**src/rtl/seq_timing_gen.sv**
```systemverilog
// seq_timing_gen: sequence counter with a registered one-hot timing decode.
// Drives the T0..Tn phase strobes for the control unit.
// Adds a programmable wrap point, clear, load, a wrap pulse and a load-error pulse.
// T is registered from the next-state count, so it never lags SC by a cycle.
module seq_timing_gen #(
  parameter int SC_WIDTH  = 4,
  parameter int MAX_COUNT = 15
) (
  input  logic                     CLK,
  input  logic                     RST,
  input  logic                     CLR,
  input  logic                     INC,
  input  logic                     LD,
  input  logic [SC_WIDTH-1:0]      LD_VAL,
  output logic [SC_WIDTH-1:0]      SC,
  output logic [2**SC_WIDTH-1:0]   T,
  output logic                     WRAP,
  output logic                     LD_ERR
);

  localparam int T_W = 2**SC_WIDTH;

  // Reject a wrap point that the counter cannot represent.
  generate
    if (MAX_COUNT < 1 || MAX_COUNT > T_W - 1) begin : g_bad_max
      $error("seq_timing_gen: MAX_COUNT out of range 1..2**SC_WIDTH-1");
    end
  endgenerate

  logic [SC_WIDTH-1:0] sc_nxt;
  logic [T_W-1:0]      t_nxt;
  logic                wrap_nxt;
  logic                err_nxt;
  logic                ld_ok;
  logic                at_max;

  // Compare in 32-bit space so a full-range MAX_COUNT does not collapse to a
  // constant-true compare at SC_WIDTH bits.
  assign ld_ok  = (int'(LD_VAL) <= MAX_COUNT);
  // ">=" also recovers an out-of-range SC on the next INC.
  assign at_max = (int'(SC) >= MAX_COUNT);

  // Next-state selection, priority CLR > LD > INC > hold.
  always_comb begin
    sc_nxt   = SC;
    wrap_nxt = 1'b0;
    err_nxt  = 1'b0;
    if (CLR) begin
      sc_nxt = '0;
    end else if (LD) begin
      if (ld_ok) sc_nxt  = LD_VAL;
      else       err_nxt = 1'b1;
    end else if (INC) begin
      if (at_max) begin
        sc_nxt   = '0;
        wrap_nxt = 1'b1;
      end else begin
        sc_nxt = SC + 1'b1;
      end
    end
  end

  // One-hot decode of the next count; steps past the wrap point are tied off.
  genvar k;
  generate
    for (k = 0; k < T_W; k++) begin : g_dec
      if (k <= MAX_COUNT) begin : g_live
        assign t_nxt[k] = (sc_nxt == SC_WIDTH'(k));
      end else begin : g_dead
        assign t_nxt[k] = 1'b0;
      end
    end
  endgenerate

  // State and output registers; reset parks the sequence on T0.
  always_ff @(posedge CLK or posedge RST) begin
    if (RST) begin
      SC     <= '0;
      T      <= T_W'(1);
      WRAP   <= 1'b0;
      LD_ERR <= 1'b0;
    end else begin
      SC     <= sc_nxt;
      T      <= t_nxt;
      WRAP   <= wrap_nxt;
      LD_ERR <= err_nxt;
    end
  end

endmodule

```
**config.mk**
```make
export PLATFORM = sky130hd
export DESIGN_NAME = seq_timing_gen
export DESIGN_NICKNAME = d
export VERILOG_FILES = /design/src/rtl/seq_timing_gen.sv
export SDC_FILE = /design/constraint.sdc
export NUM_CORES = 1
export LEC_CHECK = 0
export ABC_AREA = 1
export BUFFER_PORTS_ARGS = -buffer_cell sky130_fd_sc_hd__buf_2
export CAP_MARGIN = 25
export CORE_UTILIZATION = 44
export CTS_CLUSTER_SIZE = 14
export DETAILED_ROUTE_END_ITERATION = 8
export PLACE_DENSITY = 0.84
export SYNTH_ARGS = -nofsm -noshare
export SYNTH_HDL_FRONTEND = slang
export SYNTH_SLANG_ARGS = --single-unit
```
**constraint.sdc**
```tcl
create_clock -name CLK -period 1.8 [get_ports CLK]
set_input_delay 0.36 -clock CLK [delete_from_list [all_inputs] [get_ports CLK]]
set_output_delay 0.36 -clock CLK [all_outputs]
set_load 0.03 [all_outputs]
```
### After elaboration in Yosys (flattened, before gate mapping)

Index checks and enable logic that the tools add are counted.

* $add $sub $neg: 1
* order comparisons: 1
* equality and inequality tests: 15
* multiplexer cells: 8
* reduce and logical (&&, ||, !) cells: 1

Operator list (count)
* 4-bit equality test, second input constant: 8
* 4-bit by 3-bit equality test with 1-bit output, second input constant: 4
* 4-bit two-way mux: 4
* 4-bit by 2-bit equality test with 1-bit output, second input constant: 2
* 4-bit by 1-bit adder with 4-bit output, second input constant: 1
* 4-bit by 1-bit equality test with 1-bit output, second input constant: 1
* 4-bit >= comparator, second input constant: 1
* 4-bit logical NOT: 1
* 1-bit two-way mux: 4

* register bits: 21

### Depth between registers and ports, before layout

* depth after elaboration: 6
* gate-level depth with buffers: 9

### Worst setup path before layout

No wires, ideal clock.

* path type: reg-to-reg
* from: reg SC[0]
* to: reg T[2]
* library setup time: 0.117 ns
* data arrival time: 1.342 ns
* required time: 1.683 ns
* path slack: 0.341 ns
* cell stages (with the launch flop): 10
* period minus slack after synthesis: 1.459 ns
* cells stage by stage: dfrtp_1 -> ha_1 -> nand2_1 -> nor2_1 -> nor2_2 -> nand3_2 -> nand2_2 -> nand2_2 -> nand2_2 -> nor2_1

* longest elaborated chain between the ends: 6
* elaborated cells on any way between the ends: 7
* those cells by class: 1 x add/sub; 1 x order compare; 1 x eq/ne; 4 x mux

RTL lines
* start, declared: RTL line 15 `output logic [SC_WIDTH-1:0] SC,`
* start signal, assigned: RTL line 83 `SC <= sc_nxt;`
* 4-bit by 1-bit adder with 4-bit output or 4-bit >= comparator (tied branches): RTL line 58, 41
* 4-bit two-way mux: RTL line 54 `if (at_max) begin`
* 4-bit two-way mux *: RTL line 53 `end else if (INC) begin`
* 4-bit two-way mux *: RTL line 50 `end else if (LD) begin`
* 4-bit two-way mux *: RTL line 48 `if (CLR) begin`
* 4-bit by 2-bit equality test with 1-bit output *: RTL line 68 `assign t_nxt[k] = (sc_nxt == SC_WIDTH'(k));`
* net t_nxt[2]: RTL line 31 `logic [T_W-1:0] t_nxt;`
* end signal, assigned: RTL line 84 `T <= t_nxt;`
* end, declared: RTL line 16 `output logic [2**SC_WIDTH-1:0] T,`

The timed path passes the listed nets; every way through them passes the cells marked *.

### Final worst setup path

* from: reg SC[0]
* to: reg T[1]

* longest elaborated chain between the ends: 6
* elaborated cells on any way between the ends: 7
* those cells by class: 1 x add/sub; 1 x order compare; 1 x eq/ne; 4 x mux

RTL lines (RTL line)
* 4-bit by 1-bit adder with 4-bit output or 4-bit >= comparator (tied branches): 58, 41
* 4-bit two-way mux: 54
* 4-bit two-way mux *: 53
* 4-bit two-way mux *: 50
* 4-bit two-way mux *: 48
* 4-bit by 1-bit equality test with 1-bit output *: 68
* net t_nxt[1]: 31

Marks and branches as above.

==> metrics.md <==
| Metric | Value |
|---|---|
| Die extent in y | `46.5 microns` |
| Power per cell area | `820 nW/um^2` |
| Total GRT Usage | `0.178` |
| Die width | `46.5 microns` |
| Seq cells post-synth | `21` |
| Post-layout min period | `1490 ps` |
| Critical path's slowest cell | `dfrtp_1` |
| IO Count | `31` |
| Max Cap Viol | `0` |
| Cell Chain, Critical Path | `ha_1 > nand2_1 > nor2_1 > nor2_2 > nand3_2 > nand2_2 > nand3_1 > nor2_1` |
| Top cell type's share of synthesized area | `0.574` |
| Core area | `1780 sq um` |
| Initial Utilization | `0.489` |
| # hold bufs at CTS | `0` |
| DP HPWL | `1260 microns` |
| Worst vdd ir | `0.000636 V` |
| 1st-pass router iterations | `4` |
| Netlist cell types | `19` |
| GP Congestion | `0.840` |
| Largest net degree at the start of global routing | `22` |
| Vias per inst | `4.67` |
| Synth top area cells | `dfrtp_1 57%, nor2_1 7.7%, nand2_2 6.5%` |
| Fraction of layout cells with a size suffix above 1 | `0.438` |
| Crit path arrival time | `1720 ps` |
| Post-Syn Instances | `88` |
| Cell Rows | `15` |
| Final wirelength | `1660 microns` |
| CTS buffer count | `3` |
| Status | `completed` |
| Final-report max-slew violation count | `0` |
| Initial antenna violation count | `0` |
| Clk Tree Root Cell | `clkbuf_4` |
| Beginning of the critical path | `SC[0]` |
| Top fanout value on the critical path | `4` |
| First-pass GRT wire length | `2680 microns` |
| Detailed-route wire length per cell | `11.4 microns` |
| Die area | `2160 sq um` |
| Period utilization | `0.827` |
| Worst skew pair latency | `300 ps` |
| CP endpoint kind | `flip-flop` |
| Crit path top cell by count | `nor2_1` |
| Final Hold Slack | `60.7 ps` |
| Metal1 wirelength | `724 microns` |
| CTS tree | `yes` |
| Worst Hold Class | `input port to asynchronous set/reset pin` |
| Fill count | `145` |
| Setup TNS | `0 ps` |
| Worst slack, placed | `358 ps` |
| Syn_nets | `98` |
| Clock skew | `4.71 ps` |
| P&R area growth vs syn | `23.4%` |
| Port bufs | `29` |
| Synthesis Warnings | `0` |
| Vias in the first global route | `611` |
| Highest clock rate | `672 MHz` |
| H-tree depth | `1` |
| Post-synth top area cell | `dfrtp_1` |
| Final hold vios | `0` |
| Grt total ovfl | `0` |
| R2r startpoint | `SC[0]` |
| Synthesized cell area | `872 sq um` |
| Leak pwr | `0.624 nW` |
| Via count | `682` |
| Fin nets | `132` |
| Clock sinks | `21` |
| Worst EP required | `2030 ps` |
| Antenna-violating nets left | `0` |
| Ant diodes | `0` |
| # DRC | `0` |
| Number of gates resized after cts | `0` |
| DRT iter0 DRCs | `29` |
| PnR worst setup slack | `311 ps` |
| Worst-path clk slew | `110 ps` |
| Routed wl met2 | `821 microns` |
| Top sig layer | `met4` |
| Seq/Total Area, Yosys | `0.604` |
| Critical path type | `flip-flop to flip-flop` |
| RSZ-0062 raised after global routing | `false` |
| Max incr delay on CP | `430 ps` |
| Met3 WL | `84 microns` |
| Setup violators final | `0` |
| Setup crit start kind | `flip-flop` |
| # Post-CTS Setup Buffers | `0` |
| Clk buf depth | `2` |
| Avg Cell Area, Syn | `9.91 sq um` |
-- final timing paths --
path | endpoint | slack [ps] | depth (start not counted)
setup / recovery | T[1] | 310 | 8
hold / removal | SC[2] | 60 | 3
setup reg to reg | T[1] | 310 | 8
hold reg to reg | WRAP | 610 | 2
max in group asynchronous | T[0] | 1470 | 3
min in group CLK | WRAP | 220 | 2
-- power by group --
part	switching, mW	leakage (nW)	total, mW	internal [mW]
clock	0.134	0.0177	0.217	0.0828
sequential	0.0102	0.284	0.503	0.493
combinational	0.117	0.323	0.162	0.0453
total	0.261	0.624	0.882	0.621
-- synthesized netlist by cell type (all sizes together) --
| master | n |
|---|---|
| inv | 10 |
| nor4 | 1 |
| o21ai | 1 |
| or2 | 3 |
| ha | 1 |
| dfstp | 1 |
| nor2 | 19 |
| conb | 1 |
| buf | 1 |
| nand3 | 7 |
| o211ai | 1 |
| nand2 | 22 |
| dfrtp | 20 |
-- cell families after synthesis --
kind of cell,share of synthesized area
DFF,0.604
other,0.00430
buffers and inverters,0.0516
adders and majority gates,0.0143
AOI/OAI and AO/OA,0.0143
and+or+nand+nor,0.311
-- layout by cell type, fill, tap and decap left out, types with 2 or more instances in the layout --
cell type,instances
buf_2,29
clkbuf_4,3
dfrtp_1,20
inv_1,9
nand2_1,12
nand2_2,9
nand3_1,2
nand3_2,5
nor2_1,18
or2_0,2
-- state kept, by name, indices dropped and copies added, names as in the netlist --
signal	cells
T	16
WRAP	1
SC	4
-- critical path, delay by kind of cell, from the launching register on --
| kind | cells | cell delay (ps) |
|---|---|---|
| DFF | 1 | 430 |
| adders and majority gates | 1 | 230 |
| and+or+nand+nor | 7 | 750 |
-- through the flow --
step | cell area, sq um | utilization | power, mW | std cells
floorplan | 872 | - | 0.627 | 88
global placement | 1050 | 0.588 | 0.671 | 142
detailed placement | 1050 | 0.588 | 0.674 | 142
CTS | 1080 | 0.604 | 0.887 | 146
global route | 1080 | 0.604 | 0.923 | 146
finish | 1080 | 0.604 | 0.882 | 146
-- final cells by class --
cell class	instances	area, sq um	area share
clock buffer	3	22.5	0.0209
sequential	21	527	0.490
timing repair buffer	30	153	0.142
inverter	10	37.5	0.0349
clock inverter	1	5.00	0.00465
multi-input combinational	56	300	0.279
tap	25	31.3	0.0291
-- layer usage --
layer	up-vias	track usage
li1	330	-
met1	328	0.216
met2	20	0.303
met3	4	0.0392
met4	0	0.0706
met5	-	0
No activity file was read; power rests on OpenSTA's default activity.
